File: config.mk
export PLATFORM = sky130hd
export DESIGN_NAME = cordic_sincos_iter
export DESIGN_NICKNAME = d
export VERILOG_FILES = /design/src/rtl/cordic_pkg.sv /design/src/rtl/cordic_atan_rom.sv /design/src/rtl/cordic_sincos_iter.sv
export SDC_FILE = /design/constraint.sdc
export NUM_CORES = 1
export LEC_CHECK = 0
export CAP_MARGIN = 40
export CELL_PAD_IN_SITES_DETAIL_PLACEMENT = 2
export CELL_PAD_IN_SITES_GLOBAL_PLACEMENT = 2
export CORE_MARGIN = 2
export CORE_UTILIZATION = 40
export DETAILED_ROUTE_END_ITERATION = 8
export PLACE_DENSITY = 0.84
export SLEW_MARGIN = 15
export SYNTH_ARGS = -nofsm -noshare
export SYNTH_HDL_FRONTEND = slang
export SYNTH_SLANG_ARGS = --single-unit
File: constraint.sdc
create_clock -name clk -period 16.23 [get_ports clk]
set_input_delay 1.623 -clock clk [delete_from_list [all_inputs] [get_ports clk]]
set_output_delay 1.623 -clock clk [all_outputs]
set_load 0.02 [all_outputs]
File: src/rtl/cordic_pkg.sv
// Shared constants for the iterative CORDIC: mode codes, FSM states, gain and arctangent tables.
package cordic_pkg;

    localparam logic MODE_ROT = 1'b0;
    localparam logic MODE_VEC = 1'b1;

    typedef enum logic [1:0] {ST_IDLE, ST_INIT, ST_ITER, ST_POST} cordic_state_t;

    // K = 0.6072529350 in Q0.32
    localparam logic [31:0] K_Q32 = 32'd2608131496;

    // round(atan(2^-i) * 2^40 / 2pi)
    localparam logic [39:0] ATAN40 [40] = '{
        40'd137438953472, 40'd81134951838, 40'd42869480287, 40'd21761217566,
        40'd10922836750,  40'd5466743129,  40'd2734038620,  40'd1367102738,
        40'd683561799,    40'd341782203,   40'd170891265,   40'd85445653,
        40'd42722829,     40'd21361415,    40'd10680707,    40'd5340354,
        40'd2670177,      40'd1335088,     40'd667544,      40'd333772,
        40'd166886,       40'd83443,       40'd41722,       40'd20861,
        40'd10430,        40'd5215,        40'd2608,        40'd1304,
        40'd652,          40'd326,         40'd163,         40'd81,
        40'd41,           40'd20,          40'd10,          40'd5,
        40'd3,            40'd1,           40'd1,           40'd0
    };

    // round(AMP * K * 2^guard): the pre-compensated rotation start vector
    function automatic logic [63:0] k_scaled(input int out_w, input int guard);
        logic [63:0] amp;
        logic [63:0] prod;
        amp  = (64'd1 << (out_w - 1)) - 64'd1;
        prod = (amp * 64'(K_Q32)) << guard;
        return (prod + 64'h8000_0000) >> 32;
    endfunction

    function automatic logic [39:0] atan_entry(input int i, input int angle_w);
        logic [39:0] t;
        t = ATAN40[i];
        if (angle_w >= 40)
            return t;
        return (t + (40'd1 << (39 - angle_w))) >> (40 - angle_w);
    endfunction

endpackage

File: src/rtl/cordic_atan_rom.sv
// Combinational arctangent lookup, one binary-angle entry per micro-rotation index.
module cordic_atan_rom
    import cordic_pkg::*;
#(
    parameter int ANGLE_W = 32,
    parameter int ITERS   = 16,
    localparam int IW     = $clog2(ITERS)
) (
    input  logic [IW-1:0]      idx,
    output logic [ANGLE_W-1:0] atan_val
);

    logic [ANGLE_W-1:0] tab [ITERS];

    for (genvar g = 0; g < ITERS; g++) begin : g_tab
        assign tab[g] = ANGLE_W'(atan_entry(g, ANGLE_W));
    end

    always_comb begin
        atan_val = '0;
        if (int'(idx) < ITERS)
            atan_val = tab[idx];
    end

endmodule

File: src/rtl/cordic_sincos_iter.sv
// Iterative CORDIC: one shared shift-add stage, rotation (sin/cos) or vectoring (mag/phase)
// with full-circle folding, rounding and symmetric saturation.
module cordic_sincos_iter
    import cordic_pkg::*;
#(
    parameter int OUT_W   = 16,
    parameter int ANGLE_W = 32,
    parameter int ITERS   = 16,
    parameter int GUARD   = 3
) (
    input  logic                      clk,
    input  logic                      rst_n,
    input  logic                      enable,
    input  logic                      start,
    input  logic                      mode,
    input  logic [ANGLE_W-1:0]        angle_in,
    input  logic signed [OUT_W-1:0]   x_in,
    input  logic signed [OUT_W-1:0]   y_in,
    output logic                      busy,
    output logic signed [OUT_W-1:0]   sine_out,
    output logic signed [OUT_W-1:0]   cosine_out,
    output logic [ANGLE_W-1:0]        angle_out,
    output logic                      data_valid
);

    // Two headroom bits cover CORDIC gain on a full-scale diagonal vector
    localparam int XW = OUT_W + GUARD + 2;
    localparam int RW = XW + 1;
    localparam int IW = $clog2(ITERS);
    localparam int KS = 16;
    localparam int PW = XW + KS + 1;

    localparam logic signed [RW-1:0] AMP    = RW'((1 << (OUT_W - 1)) - 1);
    localparam logic signed [RW-1:0] HALF   = RW'(1 << (GUARD - 1));
    localparam logic signed [PW-1:0] PHALF  = PW'(64'd1 << (KS + GUARD - 1));
    localparam logic signed [XW-1:0] X0_ROT = XW'(k_scaled(OUT_W, GUARD));
    localparam logic [ANGLE_W-1:0]   PI     = {1'b1, {(ANGLE_W-1){1'b0}}};

    cordic_state_t             state;
    logic [IW-1:0]             iter;
    logic                      mode_r;
    logic                      negate_r;
    logic                      zero_r;
    logic [ANGLE_W-1:0]        angle_r;
    logic signed [OUT_W-1:0]   xin_r;
    logic signed [OUT_W-1:0]   yin_r;
    logic signed [XW-1:0]      x_r;
    logic signed [XW-1:0]      y_r;
    logic [ANGLE_W-1:0]        z_r;

    logic [ANGLE_W-1:0]        atan_val;
    logic signed [XW-1:0]      x_sh, y_sh, x_nxt, y_nxt;
    logic [ANGLE_W-1:0]        z_nxt;
    logic                      d_pos;
    logic                      rot_fold, vec_neg, rot_neg;
    logic signed [XW-1:0]      xin_ext, yin_ext;
    logic signed [RW-1:0]      x_pn, y_pn, x_rnd, y_rnd, mag_rnd;
    logic signed [PW-1:0]      x_k, k_prod;

    cordic_atan_rom #(.ANGLE_W(ANGLE_W), .ITERS(ITERS)) u_rom (
        .idx      (iter),
        .atan_val (atan_val)
    );

    assign x_sh  = x_r >>> iter;
    assign y_sh  = y_r >>> iter;
    assign d_pos = (mode_r == MODE_VEC) ? y_r[XW-1] : ~z_r[ANGLE_W-1];
    assign x_nxt = d_pos ? x_r - y_sh : x_r + y_sh;
    assign y_nxt = d_pos ? y_r + x_sh : y_r - x_sh;
    assign z_nxt = d_pos ? z_r - atan_val : z_r + atan_val;

    // Angles in the left half-plane are rotated by pi and the result negated
    assign rot_fold = angle_r[ANGLE_W-1] ^ angle_r[ANGLE_W-2];
    assign vec_neg  = xin_r[OUT_W-1];
    assign xin_ext  = {{(XW-OUT_W){xin_r[OUT_W-1]}}, xin_r} << GUARD;
    assign yin_ext  = {{(XW-OUT_W){yin_r[OUT_W-1]}}, yin_r} << GUARD;

    assign rot_neg = negate_r && (mode_r == MODE_ROT);
    assign x_pn    = rot_neg ? -{x_r[XW-1], x_r} : {x_r[XW-1], x_r};
    assign y_pn    = rot_neg ? -{y_r[XW-1], y_r} : {y_r[XW-1], y_r};
    assign x_rnd   = (x_pn + HALF) >>> GUARD;
    assign y_rnd   = (y_pn + HALF) >>> GUARD;

    // Magnitude * K as 2^-1 + 2^-3 - 2^-6 - 2^-9 - 2^-13 - 2^-14 + 2^-16, kept exact until rounding
    assign x_k     = {{(PW-XW){x_r[XW-1]}}, x_r};
    assign k_prod  = (x_k <<< 15) + (x_k <<< 13) - (x_k <<< 10) - (x_k <<< 7)
                   - (x_k <<< 3) - (x_k <<< 2) + x_k;
    assign mag_rnd = RW'((k_prod + PHALF) >>> (KS + GUARD));

    function automatic logic signed [OUT_W-1:0] sat(input logic signed [RW-1:0] v);
        if (v > AMP)
            return OUT_W'(AMP);
        else if (v < -AMP)
            return OUT_W'(-AMP);
        return OUT_W'(v);
    endfunction

    always_ff @(posedge clk) begin
        if (!rst_n) begin
            state      <= ST_IDLE;
            iter       <= '0;
            busy       <= 1'b0;
            data_valid <= 1'b0;
            sine_out   <= '0;
            cosine_out <= '0;
            angle_out  <= '0;
            mode_r     <= MODE_ROT;
            negate_r   <= 1'b0;
            zero_r     <= 1'b0;
            angle_r    <= '0;
            xin_r      <= '0;
            yin_r      <= '0;
            x_r        <= '0;
            y_r        <= '0;
            z_r        <= '0;
        end else if (!enable) begin
            data_valid <= 1'b0;
        end else begin
            data_valid <= 1'b0;
            case (state)
                ST_IDLE: begin
                    if (start) begin
                        mode_r  <= mode;
                        angle_r <= angle_in;
                        xin_r   <= x_in;
                        yin_r   <= y_in;
                        busy    <= 1'b1;
                        state   <= ST_INIT;
                    end
                end
                ST_INIT: begin
                    iter <= '0;
                    if (mode_r == MODE_ROT) begin
                        x_r      <= X0_ROT;
                        y_r      <= '0;
                        z_r      <= rot_fold ? angle_r + PI : angle_r;
                        negate_r <= rot_fold;
                        zero_r   <= 1'b0;
                    end else begin
                        x_r      <= vec_neg ? -xin_ext : xin_ext;
                        y_r      <= vec_neg ? -yin_ext : yin_ext;
                        z_r      <= '0;
                        negate_r <= vec_neg;
                        zero_r   <= (xin_r == '0) && (yin_r == '0);
                    end
                    state <= ST_ITER;
                end
                ST_ITER: begin
                    x_r <= x_nxt;
                    y_r <= y_nxt;
                    z_r <= z_nxt;
                    if (iter == IW'(ITERS - 1))
                        state <= ST_POST;
                    else
                        iter <= iter + IW'(1);
                end
                ST_POST: begin
                    sine_out <= sat(y_rnd);
                    if (mode_r == MODE_ROT) begin
                        cosine_out <= sat(x_rnd);
                        angle_out  <= z_r;
                    end else begin
                        cosine_out <= sat(mag_rnd);
                        angle_out  <= zero_r ? '0 : (negate_r ? z_r + PI : z_r);
                    end
                    data_valid <= 1'b1;
                    busy       <= 1'b0;
                    state      <= ST_IDLE;
                end
                default: state <= ST_IDLE;
            endcase
        end
    end

endmodule

# Word-level counts from Yosys, hierarchy flattened
# Memory sizes are Yosys's and may differ from the RTL's.
# Cells that the tools add are included.
# op_classes
addsub	22
muxes	57
n_eq_ne	7
bitwise	4
shifts	2
n_lt_le_gt_ge	7
n_reduce_logical	15
# op_table
cell	count
$mux W32	8
$mux W16	10
$mux W21	6
$pmux W21 S2	2
$add A32 B32 Y32 const B	2
$pmux W32 S2	1
$gt A19 B16 Y1 const B	3
$lt A19 B16 Y1 const B	3
$add A22 B4 Y22 const B	2
$mux W22	2
$neg A22 Y22	2
$add A21 B21 Y21	2
$neg A19 Y21	2
$sshr A21 B4 Y21	2
$sub A21 B21 Y21	2
$add A38 B20 Y38 const B	1
$add A38 B21 Y38	1
$sub A37 B31 Y38	1
$sub A38 B23 Y38	1
$sub A38 B24 Y38	1
$sub A38 B28 Y38	1
$add A36 B34 Y37	1
$add A32 B32 Y32	1
$logic_not A16 Y1	2
other kinds (21)	55
# totals
mem_count	1
ff_bits	213
romBits	512
# memory_table
memory	depth	word_bits	read_ports	rd_ports_with_merged_regs	wr	line	source
(name not given)	16	32	1	0	0	cordic_atan_rom.sv:22	atan_val = tab[idx];

# Longest topological paths before layout
# depth
depth_word	16
depth_mapped	29
mapped_depth_nobuf	26

# Hierarchy
# A second synthesis with hierarchy kept.
# unflattened
hier_cells	2996
area_unflattened_um2	23472.5
# by_module_without_submodules
module	seq_area_each_um2	cells_per_inst	area_per_inst_um2	instances
cordic_sincos_iter	4264.1	2899	22855.7	1
cordic_atan_rom	0.0	97	616.8	1

# Worst setup path after synthesis
# No wires, ideal clock.
# synth_path
path_type	register -> register
start	reg x_r[3]
end	reg cosine_out[0]
path_stages_with_launch	23
arrival_ns	6.250
path_buffers	1
setup_ns	0.122
t_required_ns	16.108
synth_period_minus_slack_ns	6.371
slack_ns	9.859
path_cell_list	dfxtp_1 -> clkbuf_1 -> inv_1 -> fa_1 -> inv_1 -> fa_1 -> fa_1 -> inv_1 -> fa_1 -> inv_1 -> ha_1 -> a21oi_1 -> o211ai_1 -> a41oi_1 -> o21ai_0 -> nor4b_1 -> nor4b_1 -> o21ai_0 -> nand2_1 -> a221oi_1 -> o21ai_0 -> or2_2 -> o311a_1
# synth_between
elab_chain_len	16
elab_cells_between_ends	31
# synth_rtl
element	line	source
from (decl)	cordic_sincos_iter.sv:47	logic signed [XW-1:0] x_r;
from (signal assigned)	cordic_sincos_iter.sv:140	x_r <= vec_neg ? -xin_ext : xin_ext;
from (signal assigned)	cordic_sincos_iter.sv:149	x_r <= x_nxt;
$add A36 B34 Y37	cordic_sincos_iter.sv:86	assign k_prod = (x_k <<< 15) + (x_k <<< 13) - (x_k <<< 10) - (x_k <<< 7)
$sub A37 B31 Y38	cordic_sincos_iter.sv:86	
$sub A38 B28 Y38	cordic_sincos_iter.sv:86	
$sub A38 B24 Y38	cordic_sincos_iter.sv:87	- (x_k <<< 3) - (x_k <<< 2) + x_k;
$sub A38 B23 Y38	cordic_sincos_iter.sv:87	
$add A38 B21 Y38	cordic_sincos_iter.sv:87	
$add A38 B20 Y38	cordic_sincos_iter.sv:88	assign mag_rnd = RW'((k_prod + PHALF) >>> (KS + GUARD));
$lt A19 B16 Y1	cordic_sincos_iter.sv:93	else if (v < -AMP)
$mux W1	cordic_sincos_iter.sv:93	
$mux W1	cordic_sincos_iter.sv:91	if (v > AMP)
$mux W1	cordic_sincos_iter.sv:159	if (mode_r == MODE_ROT) begin
$mux W1	cordic_sincos_iter.sv:120	case (state)
$mux W1	cordic_sincos_iter.sv:116	end else if (!enable) begin
$mux W1	cordic_sincos_iter.sv:99	if (!rst_n) begin
$mux W16	cordic_sincos_iter.sv:95	return OUT_W'(v);
$mux W16 (*)	cordic_sincos_iter.sv:159	
to (signal assigned)	cordic_sincos_iter.sv:160	cosine_out <= sat(x_rnd);
to (signal assigned)	cordic_sincos_iter.sv:163	cosine_out <= sat(mag_rnd);
to (decl)	cordic_sincos_iter.sv:21	output logic signed [OUT_W-1:0] cosine_out,
# Mark *: on every way between the ends. The rest lies on a longest branch, timed or not. The select of a mux whose other input is x is not followed.
# A chain may end at the register's enable or synchronous reset.

# Worst setup path after layout
# Same ends and word-level chain as after synthesis.

==> flow_summary.yaml <==
run_status:
  status: "complete, no violations"
logic_synthesis:
  synth_area_sq_um: 22800
  synth-async-reset-ratio_pct: 0
  yosysWarnings: 0
  synth_common_cells: "357 x nand2_1, 281 x a21oi_1, 263 x nor2_1, 213 x dfxtp_1, 210 x inv_1"
  synth_seq_cells: 213
  ys.flop_type: "dfxtp_1"
  synth_fp_nets: 3299
  synth_top_area_share_pct: 18.7
  synth_largest_area_cell: "dfxtp_1"
  avgSynthCellArea_sq_um: 7.77
  synth_edf_count: 0
  yosysUniqueCellTypes: 90
  synth_area_leaders: "dfxtp_1 19%, ha_1 9.9%, fa_1 9.6%, a21oi_1 6.2%, xnor2_1 6.0%"
  syn_inst: 2939
  ys_seq_area_share_pct: 18.7
  post-synth-top-count-cell: "nand2_1"
cts:
  numCtsBuffers: 26
  clock_path_buffers: 3
  clock_sinks: 213
  cts_setup_buffers: 0
  cts_tree: "yes"
  ctsHoldBuffers: 0
  ctsRootBufferMaster: "clkbuf_16"
  htreeDepth: 1
  ctsResizeCount: 0
  cts.reportedPaths.clkPinSlew_ns: 0.07
  clk_latency_ns: 0.58
setup_path:
  regToRegStartpoint: "x_r[3]$_SDFFE_PN0P_"
  critPathCaptureType: "register"
  r2r_slack_ns: 8.68
  cp.required_ns: 16.69
  cp-start-kind: "register"
  critPathKind: "register to register"
  crit_arrival_ns: 8.02
  rr_endpoint: "cosine_out[0]$_SDFFE_PN0P_"
  crit_fanout: 16
  r2r_cells: 23
floorplan:
  start_util_pct: 40.5
  fp.dieH_microns: 243
  core_sq_um: 56400
  io_pins: 135
  std_cell_rows: 87
  dieArea_sq_um: 59000
  die_width_microns: 243
sta:
  grt_setup_unrepaired: "false"
  fin_skew_ns: 0.0207
  tightest_slew_ns: 0.967
  max_freq_ghz: 0.132
  setup_tns_ns: 0
  setup_viol: 0
  period_share_pct: 46.5
  relSlewSlack_pct: 35.0
  final.min_clock_period_ns: 7.55
  slew_viol_final: 0
  hold_violations: 0
grt:
  track_usage_pct: 31.8
  use_met2_pct: 55.5
  antenna_found_initial: 5
  grt_max_degree: 73
  grt_first_pass_wirelength_microns: 149000
  grtUsageMet1_pct: 40.4
  grt_overflow: 0
  first_global_vias: 25100
  grtUsageMet3_pct: 4.56
  grt_most_used_layer: "met2"
route:
  drtIter0Drc: 1342
  first_pass_iters: 5
  antenna_left: 0
  vias_per_cell: 6.13
  drcViolationCount: 0
  drt-total-wl_microns: 95500
  num_vias: 23000
  wl_per_cell_microns: 25.5
placement:
  dp.cells: 3694
  numPortBuffers: 134
  gp_congestion: 0.917
  hpwlAfterDp_microns: 73000
flow_run:
  maxCapViolCount: 0
power:
  peakVddDrop_mv: 0.106
  power-per-cell-area_nw_per_um2: 139
  leakagePower_uw: 0.0103
cells_and_area:
  nNetsFinal: 3331
  drive_above_1_share_pct: 6.43
  final-instance-count-excl-fill: 3747
  synthToLayoutAreaGrowth_pct: 12.8
worst_hold_path:
  hold_depth: 2
  hold_start: "cosine_out[14]$_SDFFE_PN0P_"
  hold_path_class: "register to register"
  whs_endpoint: "cosine_out[14]$_SDFFE_PN0P_"
## worst max-delay path by stage
stage / end / from / slack [ns] / cells after the start
finish: cosine_out[0]$_SDFFE_PN0P_ / x_r[3]$_SDFFE_PN0P_ / 8.68 / 23
global route: cosine_out[0]$_SDFFE_PN0P_ / x_r[3]$_SDFFE_PN0P_ / 8.28 / 23
CTS: cosine_out[0]$_SDFFE_PN0P_ / x_r[3]$_SDFFE_PN0P_ / 8.79 / 23
detailed placement: cosine_out[0]$_SDFFE_PN0P_ / x_r[3]$_SDFFE_PN0P_ / 8.82 / 23
global placement: cosine_out[0]$_SDFFE_PN0P_ / x_r[3]$_SDFFE_PN0P_ / 8.83 / 22
floorplan: cosine_out[0]$_SDFFE_PN0P_ / x_r[3]$_SDFFE_PN0P_ / 9.86 / 22
## per-layer routing
layer  share of wire (%)  routed length (microns)  up-vias
met4                 3.3                     3110        8
met2                  49                    46700      583
li1                    -                        -    10400
met3                 4.7                     4450      164
met5               0.060                       57        -
met1                  43                    41300    11800
## final cells by class
type | count | area (sq um)
Antenna cell | 4 | 10.0
Clock inverter | 6 | 111
Fill cell | 6440 | 30700
Timing Repair Buffer | 184 | 1760
Tap cell | 756 | 946
Multi-Input combinational cell | 2332 | 17100
Sequential cell | 213 | 4270
Clock buffer | 38 | 756
Inverter | 214 | 806
## worst max-delay path, stage by stage, from the launching register on
cell	delay, ns
dfxtp_1	0.86
inv_1	0.37
fa_1	0.61
inv_1	0.06
fa_1	0.46
fa_1	0.56
inv_1	0.06
fa_1	0.53
inv_1	0.04
ha_1	0.38
a21oi_1	0.17
o211ai_1	0.12
a41oi_1	0.20
o21ai_0	0.15
nor4b_1	0.33
clkdlybuf4s15_2	0.31
nor4b_1	0.10
o21ai_0	0.27
nand2_1	0.14
a221oi_1	0.64
o21ai_0	0.19
buf_4	0.20
or2_2	0.27
o311a_1	0.35
## layout by cell type (no fill, tap or decap), drive strengths merged, types with 18 or more instances in the layout
cell | synthesis | final
a21oi | 289 | 289
a221oi | 43 | 43
clkdlybuf4s50 | 0 | 133
nor3 | 82 | 82
dfxtp | 213 | 213
mux2i | 31 | 31
a21o | 50 | 50
nand3 | 43 | 43
xor2 | 67 | 67
a211oi | 27 | 27
a22oi | 39 | 39
nor4 | 19 | 19
o31ai | 27 | 27
and2 | 19 | 19
mux4 | 34 | 34
and3 | 29 | 29
nand2 | 357 | 357
nand2b | 26 | 26
or3 | 18 | 18
ha | 181 | 181
fa | 110 | 110
nor2 | 263 | 263
o21ai | 168 | 168
a31oi | 30 | 30
xnor2 | 157 | 157
inv | 213 | 213
buf | 44 | 47
clkbuf | 136 | 40
## flip-flops by register name (all words and copies together), names as in the netlist
name and cells:
angle_out 32, angle_r 32, z_r 32, x_r 21, y_r 21, cosine_out 16, sine_out 16, xin_r 16
yin_r 16, iter 4, state 2, busy 1, data_valid 1, mode_r 1, negate_r 1, zero_r 1
## through the flow
step                      hold WS, ns  cell area [sq um]  utilization, %  power (uW)  worst slack, ns
after floorplan                 0.432              22800               -        2220             9.86
after global placement          0.441              24700            43.8        2780             8.83
after detailed placement        0.453              24800            44.0        2940             8.82
after CTS                       0.465              25700            45.5        3570             8.79
after global routing            0.491              25700            45.6        3850             8.28
final                           0.464              25700            45.6        3570             8.68
## logic make-up after synthesis
kind of cell | Yosys count | synth area share (%)
DFF | 213 | 18.7
muxes | 80 | 5.49
adders and majority gates | 293 | 19.7
buffers and inverters | 394 | 6.67
and+or+nand+nor | 932 | 18.6
AOI/OAI and AO/OA | 803 | 22.4
xor gates and xnor gates | 224 | 8.60
## where the power goes
part	switching (uW)	total, uW	internal, uW
sequential	70.3	622	552
clock	252	606	354
combinational	1450	2350	901
(Power assumes the default switching activity.)
